**src/rtl/mul_vedic_pipe.sv**
```systemverilog
// Three-stage pipelined Urdhva-Tiryagbhyam multiplier with signed/unsigned mode per beat
// and a pass-through tag; S1 takes magnitudes, S2 forms the cross partial products, S3 sums and re-signs.
module mul_vedic_pipe #(
  parameter int W     = 8,
  parameter int TAG_W = 4
) (
  input  logic             clk,
  input  logic             rst_n,
  input  logic             in_valid,
  output logic             in_ready,
  input  logic [W-1:0]     in_a,
  input  logic [W-1:0]     in_b,
  input  logic             in_signed,
  input  logic [TAG_W-1:0] in_tag,
  output logic             out_valid,
  input  logic             out_ready,
  output logic [2*W-1:0]   out_p,
  output logic [TAG_W-1:0] out_tag
);

  localparam int H  = W / 2;
  localparam int PW = 2 * W;
  localparam logic [W-1:0]  ONE_W = {{(W-1){1'b0}}, 1'b1};
  localparam logic [PW-1:0] ONE_P = {{(PW-1){1'b0}}, 1'b1};

  // Handshake: a beat moves on valid & ready at the rising edge. A stage loads when it is
  // empty or its content leaves this cycle, so in_ready never looks at in_valid.
  logic en1, en2, en3;
  logic v1_q, v2_q, v3_q;

  assign en3      = !v3_q || out_ready;
  assign en2      = !v2_q || en3;
  assign en1      = !v1_q || en2;
  assign in_ready = en1;

  // S1: sign of the result and operand magnitudes; -2^(W-1) maps to 2^(W-1) which still fits.
  logic [W-1:0]     abs_a_d, abs_b_d;
  logic             neg_d;
  logic [W-1:0]     ma1_q, mb1_q;
  logic             neg1_q;
  logic [TAG_W-1:0] tag1_q;

  always_comb begin
    abs_a_d = (in_signed && in_a[W-1]) ? (~in_a + ONE_W) : in_a;
    abs_b_d = (in_signed && in_b[W-1]) ? (~in_b + ONE_W) : in_b;
    neg_d   = in_signed && (in_a[W-1] ^ in_b[W-1]);
  end

  always_ff @(posedge clk or negedge rst_n) begin
    if (!rst_n) begin
      v1_q   <= 1'b0;
      ma1_q  <= '0;
      mb1_q  <= '0;
      neg1_q <= 1'b0;
      tag1_q <= '0;
    end else if (en1) begin
      v1_q <= in_valid;
      if (in_valid) begin
        ma1_q  <= abs_a_d;
        mb1_q  <= abs_b_d;
        neg1_q <= neg_d;
        tag1_q <= in_tag;
      end
    end
  end

  // S2: vertical (LL, HH) and crosswise (HL, LH) half-width products.
  logic [W-1:0]     ll_d, hl_d, lh_d, hh_d;
  logic [W-1:0]     ll2_q, hl2_q, lh2_q, hh2_q;
  logic             neg2_q;
  logic [TAG_W-1:0] tag2_q;

  always_comb begin
    ll_d = {{H{1'b0}}, ma1_q[H-1:0]} * {{H{1'b0}}, mb1_q[H-1:0]};
    hl_d = {{H{1'b0}}, ma1_q[W-1:H]} * {{H{1'b0}}, mb1_q[H-1:0]};
    lh_d = {{H{1'b0}}, ma1_q[H-1:0]} * {{H{1'b0}}, mb1_q[W-1:H]};
    hh_d = {{H{1'b0}}, ma1_q[W-1:H]} * {{H{1'b0}}, mb1_q[W-1:H]};
  end

  always_ff @(posedge clk or negedge rst_n) begin
    if (!rst_n) begin
      v2_q   <= 1'b0;
      ll2_q  <= '0;
      hl2_q  <= '0;
      lh2_q  <= '0;
      hh2_q  <= '0;
      neg2_q <= 1'b0;
      tag2_q <= '0;
    end else if (en2) begin
      v2_q <= v1_q;
      if (v1_q) begin
        ll2_q  <= ll_d;
        hl2_q  <= hl_d;
        lh2_q  <= lh_d;
        hh2_q  <= hh_d;
        neg2_q <= neg1_q;
        tag2_q <= tag1_q;
      end
    end
  end

  // S3: the cross sum keeps its carry; the full magnitude always fits in 2*W bits.
  logic [W:0]       cross_d;
  logic [PW-1:0]    mag_d, p_d;
  logic [PW-1:0]    p3_q;
  logic [TAG_W-1:0] tag3_q;

  always_comb begin
    cross_d = {1'b0, hl2_q} + {1'b0, lh2_q};
    mag_d   = {hh2_q, {W{1'b0}}}
            + {{(H-1){1'b0}}, cross_d, {H{1'b0}}}
            + {{W{1'b0}}, ll2_q};
    p_d     = neg2_q ? (~mag_d + ONE_P) : mag_d;
  end

  always_ff @(posedge clk or negedge rst_n) begin
    if (!rst_n) begin
      v3_q   <= 1'b0;
      p3_q   <= '0;
      tag3_q <= '0;
    end else if (en3) begin
      v3_q <= v2_q;
      if (v2_q) begin
        p3_q   <= p_d;
        tag3_q <= tag2_q;
      end
    end
  end

  assign out_valid = v3_q;
  assign out_p     = p3_q;
  assign out_tag   = tag3_q;

endmodule

```
**config.mk**
```make
export PLATFORM = sky130hd
export DESIGN_NAME = mul_vedic_pipe
export DESIGN_NICKNAME = d
export VERILOG_FILES = /design/src/rtl/mul_vedic_pipe.sv
export SDC_FILE = /design/constraint.sdc
export NUM_CORES = 1
export LEC_CHECK = 0
export BUFFER_PORTS_ARGS = -buffer_cell sky130_fd_sc_hd__buf_4
export CAP_MARGIN = 20
export CORE_MARGIN = 3
export CORE_UTILIZATION = 45
export DETAILED_ROUTE_END_ITERATION = 10
export PLACE_DENSITY = 0.72
export SLEW_MARGIN = 20
export SYNTH_ARGS = -nofsm -noshare
export SYNTH_HDL_FRONTEND = slang
export SYNTH_SLANG_ARGS = --single-unit
```
**constraint.sdc**
```tcl
create_clock -name clk -period 7.85 [get_ports clk]
set_clock_uncertainty 0.2 [all_clocks]
set_input_delay 0.785 -clock clk [delete_from_list [all_inputs] [get_ports clk]]
set_output_delay 0.785 -clock clk [all_outputs]
set_load 0.02 [all_outputs]
```
==> results of run 1 <==
## power breakdown
group          internal [mW]  switching (mW)  leakage [nW]
registers              0.543           0.112          1.01
logic                  0.544           0.685          2.23
clock network          0.284           0.179         0.159
## layout make-up
type | count | area, µm²
fill | 1139 | 6040
multi-input combinational | 497 | 3730
sequential | 81 | 2030
timing repair buffer | 48 | 373
clock buffer | 9 | 225
tap | 172 | 215
inverter | 45 | 169
clock inverter | 7 | 105
## worst max-delay path, stage by stage, from the launching register on
cell and delay (ns):
dfrtp_1 0.38, ha_1 0.21, inv_1 0.07, fa_1 0.20
inv_1 0.05, a21oi_1 0.14, o21bai_1 0.11, a21o_1 0.19
a21o_1 0.19, a21o_1 0.17, a21o_1 0.17, ha_1 0.33
a21oi_1 0.35, nor3b_1 0.10, a311oi_1 0.21, o211ai_1 0.18
o31ai_2 0.29, xnor2_1 0.17, o21ai_1 0.08
## stage by stage
stage	utilization	hold WS [ns]	std cells	area [µm²]	worst slack (ns)
after floorplan	-	0.246	655	6060	4.25
after global placement	0.504	0.264	842	6490	4.05
after detailed placement	0.504	0.272	842	6490	3.95
after CTS	0.529	0.285	858	6820	3.90
after global routing	0.531	0.297	859	6840	3.60
final	0.531	0.251	859	6840	3.90
## sequential cells by signal, summed over array words and instances (netlist names)
register,flops
hh2_q,8
hl2_q,8
lh2_q,8
ll2_q,8
ma1_q,8
mb1_q,8
neg1_q,1
neg2_q,1
out_p,16
out_tag,4
out_valid,1
tag1_q,4
tag2_q,4
v1_q,1
v2_q,1
## kinds of logic after synthesis
| logic type | count (synthesis) |
|---|---|
| adder cells (fa/ha/maj) | 88 |
| multiplexers | 29 |
| buffers and inverters | 77 |
| AND/OR/NAND/NOR | 205 |
| flip-flops | 81 |
| XOR/XNOR | 55 |
| AO/OA/AOI/OAI | 120 |
## worst min-delay path by stage
stage                              start               endpoint
finish                             rst_n  out_p[15]$_DFFE_PN0P_
global route                       rst_n   out_p[2]$_DFFE_PN0P_
CTS                 out_p[6]$_DFFE_PN0P_   out_p[6]$_DFFE_PN0P_
detailed placement  out_p[6]$_DFFE_PN0P_   out_p[6]$_DFFE_PN0P_
global placement      neg1_q$_DFFE_PN0P_     neg1_q$_DFFE_PN0P_
floorplan             neg1_q$_DFFE_PN0P_     neg1_q$_DFFE_PN0P_
## Yosys cell counts, types with 4 or more instances
cell type	count
xor2_1	29
fa_1	18
o21bai_1	7
and2_1	32
clkbuf_1	30
or3_1	5
o21ai_0	56
ha_1	70
o21ai_1	7
nor2_1	23
a21oi_1	25
nand2b_1	6
a21o_1	10
inv_1	45
nor2b_1	4
mux2_2	25
xnor2_1	26
nand3_1	11
nand2_1	107
dfrtp_1	81
## metal layers
| metal | vias up | global-route usage | wire length [µm] |
|---|---|---|---|
| met4 | 0 | 0.0595 | 266 |
| met5 | - | 0 | 0 |
| met3 | 18 | 0.0353 | 366 |
| met1 | 2104 | 0.213 | 5230 |
| li1 | 2226 | - | - |
| met2 | 56 | 0.291 | 5760 |
==> metrics, run 1 <==
Yosys warnings 0; Synth async-reset ratio 1.00; Clock Latency Late Sink ~0.35 ns; top cells by area, synth dfrtp_1 33%, ha_1 14%, nand2_1 6.6%; mux cell area share after synthesis 0.0539; Slew Limit Fails 0; routed vias 4404; Simple-Gate Fraction of Synth Area 0.160; I/O Buffers 46; Initial Util 0.470; PwrDens 343 mW/mm²; Resize count post-CTS 0; worst reg-to-reg path cell count 18; top cell type's share of synthesized area 0.335; Required @ worst endpoint a little under 8 ns; EDFF count, synth 0; R2R Path End out_p[15]$_DFFE_PN0P_; Cell variety after synth 46; routed wire length between 10000 and 15000 µm; RSZ-0062 raised after global routing false; Worst-Margin Slew 0.612 ns; routed len/inst between 10 and 15 µm; MaxCap Viol Count 0; Final nets ~800; largest net degree at the start of global routing just over 80; CP Max Fanout 5; crit path time final between 3 and 4 ns; DIE WIDTH 122 µm; CTS tree built; drt drc 0; Worst Setup EP out_p[15]$_DFFE_PN0P_; HP Class primary input to async pin; Worst Setup Start Kind register; post-synthesis instance area approximately 0.006 mm²; RD Place Congestion between 0.8 and 0.9; Max IR drop VDD around 170 µV; Vias/cell 5.13; gr ovfl total 0; layout cells sized above 1 0.146; clk sinks 81; Synth-to-Final Area Change 12.9%; Synth Area in Compound Gates 0.117; crit share post-route 0.503; final setup TNS 0 ns; commonest non-fill, non-tap cell in the layout nand2_1; die area 0.0149 mm²; Cell Rows 41; outcome complete, no violations; Synth Area in XOR/XNOR 0.0795; Max clock buf depth 2; Floorplan Core Area ~0.013 mm²; post-synthesis instance total 655; f_max 0.253 GHz; largest family of logic cells by synthesized area adder cells; Seq cells post-synth 81; syn_area_per_cell 9.25 µm²; Worst R2R Setup Slack 3.90 ns; Die Y between 100 and 150 µm; antenna violations before repair 0; n_diodes 0; Synth Flop Type dfrtp_1; Total Power between 2 and 2.5 mW; I/O pin count 47; Final Hold Viols 0; Slew HR 0.592; post-synth top area cell dfrtp_1; CP Class register to register; Mapped Nets around 770; router iterations before antenna repair 4; post-synthesis sequential area ratio 0.335; adder-cell area share of the yosys netlist 0.204; RR Startpoint hl2_q[0]$_DFFE_PN0P_; Clock Pin Slew Worst Setup and Hold Paths 0.06 ns; first-pass GRT wire length 20300 µm; DP HPWL between 9000 and 10000 µm; Worst Setup SP hl2_q[0]$_DFFE_PN0P_; # setup viols final 0; CTS Hold Buffers Added 0; CTS buffer count 9; CP Capture Type register; vias in the first global route approximately 4400; Root Driver clkbuf_16; post-CTS setup buffer count 0; Leakage 3.41 nW; Total GRT Usage 0.170; most frequent cells in the layout 106 x nand2_1, 81 x dfrtp_1, 70 x ha_1; DRT iter0 DRCs around 160; CP arrival slightly below 4 ns; Routed Antenna Nets 0; H-tree depth 3
(Power assumes the default switching activity.)
==> inputs of run 2 (changes only) <==
PLACE_DENSITY = 0.74   (was 0.72)
clock period = 3.5 ns   (was 7.85 ns; I/O delays follow)
==> run 2 against run 1 <==
  * The run now ends with setup timing left
  * Cell count is 3.0% higher
  * Non-clock buffer count is 27 higher
  * Critical endpoint is now out_p[13]$_DFFE_PN0P_
  * Power is 140% higher
  * Highest routed layer unchanged
  * Global-route usage is 0.97 points higher
  * Register-to-register slack worse by 4.1 ns
==> metrics, run 2 (synthesis results as in run 1) <==
outcome finished with violations (was complete, no violations); failing checks setup timing; Routed Antenna Nets 0 (unchanged); vias in the first global route 4733 (was 4375); crit share post-route 1.04 (was 0.503); end of the worst hold path tag1_q[1]$_DFFE_PN0P_; Max IR drop VDD 349 µV (was 170 µV); routed len/inst 14.1 µm (was 13.5 µm); worst setup margin -0.147 ns (was 3.90 ns); Leakage 3.53 nW (was 3.41 nW); gr ovfl total 0 (unchanged); CTS buffer count 9 (unchanged); Worst Min Path Start in_tag[1]; Clock Pin Slew Worst Setup and Hold Paths 0.06 ns (about the same); RD Place Congestion 0.899 (was 0.897); f_max 0.274 GHz (was 0.253 GHz); CP Class register to register (unchanged); DRT iter0 DRCs 143 (was 155); CP Max Fanout 4 (was 5); Total GRT Usage 0.180 (was 0.170); RR Startpoint lh2_q[0]$_DFFE_PN0P_ (was hl2_q[0]$_DFFE_PN0P_); CP Capture Type register (unchanged); H-tree depth 3 (unchanged); router iterations before antenna repair 4 (unchanged); first-pass GRT wire length 21500 µm (was 20300 µm); Synth-to-Final Area Change 18.2% (was 12.9%); most frequent cells in the layout 107 x nand2_1, 74 x dfrtp_1, 71 x buf_4 (was 106 x nand2_1, 81 x dfrtp_1, 70 x ha_1); Clock Latency Late Sink 0.34 ns (was 0.35 ns); I/O pin count 47 (unchanged); die area 0.0149 mm² (unchanged); RSZ-0062 raised after global routing true (was false); largest net degree at the start of global routing 82 (unchanged); Largest register FFs 16 (unchanged); worst reg-to-reg path cell count 15 (was 18); Slew HR 0.522 (was 0.592); Cell Rows 41 (unchanged); Die Y 122 µm (unchanged); crit path time final 3.65 ns (was 3.95 ns); DP HPWL 9250 µm (was 9000 µm); I/O Buffers 46 (unchanged); Final nets 822 (was 795); n_diodes 0 (unchanged); layout cells sized above 1 0.217 (was 0.146); R2R Path End out_p[13]$_DFFE_PN0P_ (was out_p[15]$_DFFE_PN0P_); CTS tree built (unchanged); CP arrival 3.65 ns (was 3.95 ns); routed wire length 12500 µm (was 11600 µm); commonest non-fill, non-tap cell in the layout nand2_1 (unchanged); Slew Limit Fails 0 (unchanged); Initial Util 0.470 (unchanged); final setup TNS -0.409 ns (was 0 ns); HP Class primary input to register (was primary input to async pin); MaxCap Viol Count 0 (unchanged); PwrDens 796 mW/mm² (was 343 mW/mm²); Final Hold Viols 0 (unchanged); # setup viols final 4 (was 0); Worst R2R Setup Slack -0.15 ns (was 3.90 ns); Worst Setup Start Kind register (unchanged); Root Driver clkbuf_16 (unchanged); drt drc 0 (unchanged); Max clock buf depth 2 (unchanged); Util after Layout 0.556 (was 0.531); Worst-Margin Slew 0.717 ns (was 0.612 ns); antenna violations before repair 0 (unchanged); DIE WIDTH 122 µm (unchanged); routed vias 4535 (was 4404); Floorplan Core Area 0.0129 mm² (unchanged); hold-critical path depth 2; Filler cells 1067 (was 1139); Required @ worst endpoint 3.50 ns (was 7.86 ns); Vias/cell 5.12 (was 5.13); clk sinks 81 (unchanged)
-- run 2: worst max-delay path by stage --
stage,from,endpoint
final,lh2_q[0]$_DFFE_PN0P_,out_p[13]$_DFFE_PN0P_
after global routing,lh2_q[0]$_DFFE_PN0P_,out_p[15]$_DFFE_PN0P_
after CTS,lh2_q[0]$_DFFE_PN0P_,out_p[13]$_DFFE_PN0P_
after detailed placement,hl2_q[0]$_DFFE_PN0P_,out_p[13]$_DFFE_PN0P_
after global placement,hl2_q[0]$_DFFE_PN0P_,out_p[15]$_DFFE_PN0P_
after floorplan,hl2_q[0]$_DFFE_PN0P_,out_p[15]$_DFFE_PN0P_
-- run 2: area by class of cell --
type	count	area, µm²	area share
multi-input combinational	497	3880	0.542
sequential	81	2040	0.284
timing repair buffer	75	576	0.0804
clock buffer	10	239	0.0334
tap	172	215	0.0300
inverter	45	169	0.0236
clock inverter	5	42.5	0.00594
-- run 2: power by group --
part	leakage, nW	switching [mW]	total [mW]	internal [mW]
registers	1.01	0.265	1.49	1.22
logic	2.38	1.79	3.33	1.54
clock network	0.135	0.382	0.882	0.500
-- run 2: worst max-delay path: stages, from the launching register on --
cell,delay [ns]
dfrtp_1,0.36
ha_2,0.19
inv_2,0.04
fa_2,0.34
buf_4,0.14
buf_4,0.12
xnor2_1,0.12
ha_1,0.37
nand2b_1,0.13
a211o_1,0.32
mux2_4,0.32
nor3_4,0.20
nand3b_4,0.14
o31ai_4,0.27
xor2_1,0.17
o21ai_1,0.07
-- run 2: metal layers --
layer | vias to the layer above | GRT usage | routed length [µm]
li1 | 2282 | - | -
met1 | 2148 | 0.212 | 5300
met2 | 80 | 0.328 | 6450
met3 | 25 | 0.0432 | 454
met4 | 0 | 0.0448 | 261
met5 | - | 0 | 0
-- run 2: per-stage QoR --
step	power, mW	std cells	area, µm²	hold slack (ns)	setup slack [ns]
6_report	5.70	885	7160	0.0399	-0.147
5_1_grt	6.14	885	7160	0.0242	-0.383
3_5_place_dp	4.36	858	6610	0.271	-0.274
4_1_cts	5.38	875	6960	0.0165	-0.162
3_3_place_gp	4.23	858	6610	0.263	-0.137
2_1_floorplan	3.55	655	6060	-0.146	0.0353
-- run 2: repair_timing --
action,CTS,global route
endpoints found under the hold margin,1,81
buffers inserted,1,10
setup endpoints to repair,6,11
pin swaps,13,26
hold buffers,1,1
resized for setup,11,29
==> inputs of run 3 (changes only) <==
BUFFER_PORTS_ARGS = default   (was -buffer_cell sky130_fd_sc_hd__buf_4)
CTS_BUF_LIST = sky130_fd_sc_hd__clkbuf_8 sky130_fd_sc_hd__clkbuf_16   (was default)
DONT_BUFFER_PORTS = 1   (was default)
PLACE_DENSITY = 0.71   (was 0.74)
==> run 3 against run 2 <==
  * The run still ends with setup timing left
  * Sequential cell count stayed put
  * Global-route usage shrank 0.80 points
  * Combinational power down 13%
  * Sequential power increased by 9%
  * Register-to-register slack got worse by 0.03 ns
  * Cell count down 4.2%
  * Fmax is 0.74% lower
  * Utilization is 1.9 points lower
  * Power fell by 3.8%
  * Wire length fell by 4.7%
  * Hold slack worse by 0.034 ns
  * Non-clock buffer count decreased by 38
  * Highest routed layer unchanged
==> metrics, run 3 (synthesis results as in run 1) <==
crit-path leading delay family compound AO/OA/AOI/OAI gates (was adder cells); DIE WIDTH 122 µm (unchanged); Worst-Margin Slew 0.640 ns (was 0.717 ns); MaxCap Viol Count 0 (unchanged); DP HPWL 8850 µm (was 9250 µm); Max IR drop VDD 373 µV (was 349 µV); Slowest cell on crit path dfrtp_1 (was ha_1); DRT iter0 DRCs 187 (was 143); first-pass GRT wire length 20900 µm (was 21500 µm); # setup viols final 5 (was 4); Total GRT Usage 0.172 (was 0.180); f_max 0.272 GHz (was 0.274 GHz); worst reg-to-reg path cell count 17 (was 15); CP Max Fanout 6 (was 4); cell chain of the critical path ha_2 -> inv_2 -> fa_2 -> inv_2 -> a21oi_2 -> o21bai_1 -> a21o_1 -> a21o_1 -> xor2_2 -> ha_4 -> and2b_1 -> mux2_4 -> nor3_4 -> nand3b_4 -> o31ai_2 -> xnor2_1 -> o21ai_1 (was ha_2 -> inv_2 -> fa_2 -> buf_4 -> buf_4 -> xnor2_1 -> ha_1 -> nand2b_1 -> a211o_1 -> mux2_4 -> nor3_4 -> nand3b_4 -> o31ai_4 -> xor2_1 -> o21ai_1); met3 Track Usage GR 0.0404 (was 0.0432); routed vias 4386 (was 4535); met1 usage 0.224 (was 0.212); H-tree depth 3 (unchanged); largest net degree at the start of global routing 82 (unchanged); die area 0.0149 mm² (unchanged); CTS buffer count 9 (unchanged); hold-critical path depth 2 (unchanged); crit path time final 3.67 ns (was 3.65 ns); HP Class primary input to register (unchanged); routed len/inst 14.0 µm (was 14.1 µm); DP Worst Slack -0.224 ns (was -0.274 ns); crit share post-route 1.05 (was 1.04); Cell Rows 41 (unchanged); CP bufs+invs 2 (was 3); Floorplan Core Area 0.0129 mm² (unchanged); n_diodes 0 (unchanged); Slew Limit Fails 0 (unchanged); Clock Pin Slew Worst Setup and Hold Paths 0.06 ns (about the same); most frequent cells in the layout 107 x nand2_1, 73 x dfrtp_1, 66 x ha_1 (was 107 x nand2_1, 74 x dfrtp_1, 71 x buf_4); commonest non-fill, non-tap cell in the layout nand2_1 (unchanged); met2 Usage GRT 0.295 (was 0.328); Max clock buf depth 2 (unchanged); Final Hold Viols 0 (unchanged); Slew HR 0.573 (was 0.522); gr ovfl total 0 (unchanged); I/O pin count 47 (unchanged); drt drc 0 (unchanged); Root Driver clkbuf_16 (unchanged); router iterations before antenna repair 4 (unchanged); Largest register FFs 16 (unchanged); outcome finished with violations (unchanged); failing checks setup timing (unchanged); vias in the first global route 4528 (was 4733); WHS 0.00622 ns (was 0.0399 ns); antenna violations before repair 0 (unchanged); RSZ-0062 raised after global routing true (unchanged); Leakage 3.35 nW (was 3.53 nW); Clock Latency Late Sink 0.34 ns (about the same); Worst Setup Start Kind register (unchanged); Synth-to-Final Area Change 14.2% (was 18.2%); worst setup margin -0.174 ns (was -0.147 ns); RD Place Congestion 0.861 (was 0.899); Worst Min Path Start in_b[3] (was in_tag[1]); Die Y 122 µm (unchanged); max incr delay on CP 0.35 ns (was 0.37 ns); CTS tree built (unchanged); I/O Buffers 0 (was 46); RR Startpoint hl2_q[0]$_DFFE_PN0P_ (was lh2_q[0]$_DFFE_PN0P_); Initial Util 0.470 (unchanged); CP Capture Type register (unchanged); CP Class register to register (unchanged); Util after Layout 0.537 (was 0.556); design area 0.00692 mm² (was 0.00716 mm²); Required @ worst endpoint 3.51 ns (was 3.50 ns); end of the worst hold path mb1_q[3]$_DFFE_PN0P_ (was tag1_q[1]$_DFFE_PN0P_); Worst R2R Setup Slack -0.17 ns (was -0.15 ns); layout cells sized above 1 0.154 (was 0.217); routed wire length 11900 µm (was 12500 µm); clk sinks 81 (unchanged); Area after DPL 0.00628 mm² (was 0.00661 mm²); GRT busiest layer met2 (unchanged); R2R Path End out_p[15]$_DFFE_PN0P_ (was out_p[13]$_DFFE_PN0P_); Final nets 784 (was 822); PwrDens 792 mW/mm² (was 796 mW/mm²); CP arrival 3.68 ns (was 3.65 ns); Vias/cell 5.17 (was 5.12); Routed Antenna Nets 0 (unchanged)
==> run 3: report_power, final <==
part / switching [mW] / internal, mW
combinational: 1.51 / 1.39
clock: 0.393 / 0.554
sequential: 0.413 / 1.22
total: 2.32 / 3.16
==> run 3: metrics by stage <==
stage	std cells	setup TNS, ns	total power [mW]
final	848	-0.477	5.48
after global placement	814	-0.191	4.11
after global routing	848	-2.03	5.95
after CTS	846	-0.315	5.28
after floorplan	655	0	3.55
after detailed placement	814	-0.504	4.22
==> run 3: how the worst max path moves through the flow <==
stage	slack (ns)	to	depth (start not counted)	from
after floorplan	0.04	out_p[15]$_DFFE_PN0P_	18	hl2_q[0]$_DFFE_PN0P_
after global placement	-0.10	out_p[15]$_DFFE_PN0P_	18	hl2_q[0]$_DFFE_PN0P_
after detailed placement	-0.22	out_p[15]$_DFFE_PN0P_	18	lh2_q[0]$_DFFE_PN0P_
after CTS	-0.19	out_p[15]$_DFFE_PN0P_	18	hl2_q[0]$_DFFE_PN0P_
after global routing	-0.41	out_p[15]$_DFFE_PN0P_	17	hl2_q[0]$_DFFE_PN0P_
final	-0.17	out_p[15]$_DFFE_PN0P_	17	hl2_q[0]$_DFFE_PN0P_
==> run 3: final cells by class <==
cell class / count / area (µm²)
Inverter: 45 / 169
Clock buffer: 9 / 225
Timing Repair Buffer: 37 / 333
Fill cell: 1126 / 5960
Clock inverter: 7 / 71.3
Tap cell: 172 / 215
Sequential cell: 81 / 2040
Multi-Input combinational cell: 497 / 3870
==> run 3: timing repair <==
action,4_1_cts,5_1_grt
gates resized for setup,10,27
setup endpoints to repair,4,9
buffers inserted,1,3
hold buffers,15,0
endpoints found under the hold margin,94,0
pin swaps,16,10
==> run 3: worst register-to-register path, stage by stage (launching register included) <==
cell	delay (ns)
dfrtp_1	0.35
ha_2	0.19
inv_2	0.04
fa_2	0.34
inv_2	0.06
a21oi_2	0.04
o21bai_1	0.16
a21o_1	0.13
a21o_1	0.16
xor2_2	0.27
ha_4	0.21
and2b_1	0.18
mux2_4	0.28
nor3_4	0.28
nand3b_4	0.15
o31ai_2	0.28
xnor2_1	0.15
o21ai_1	0.07
==> run 3: routing by layer <==
metal	routed length, µm	vias to the layer above	share of wire
li1	-	2204	-
met1	5520	2115	0.46
met2	5860	56	0.49
met3	411	11	0.035
met4	93	0	0.0078
met5	0	-	0
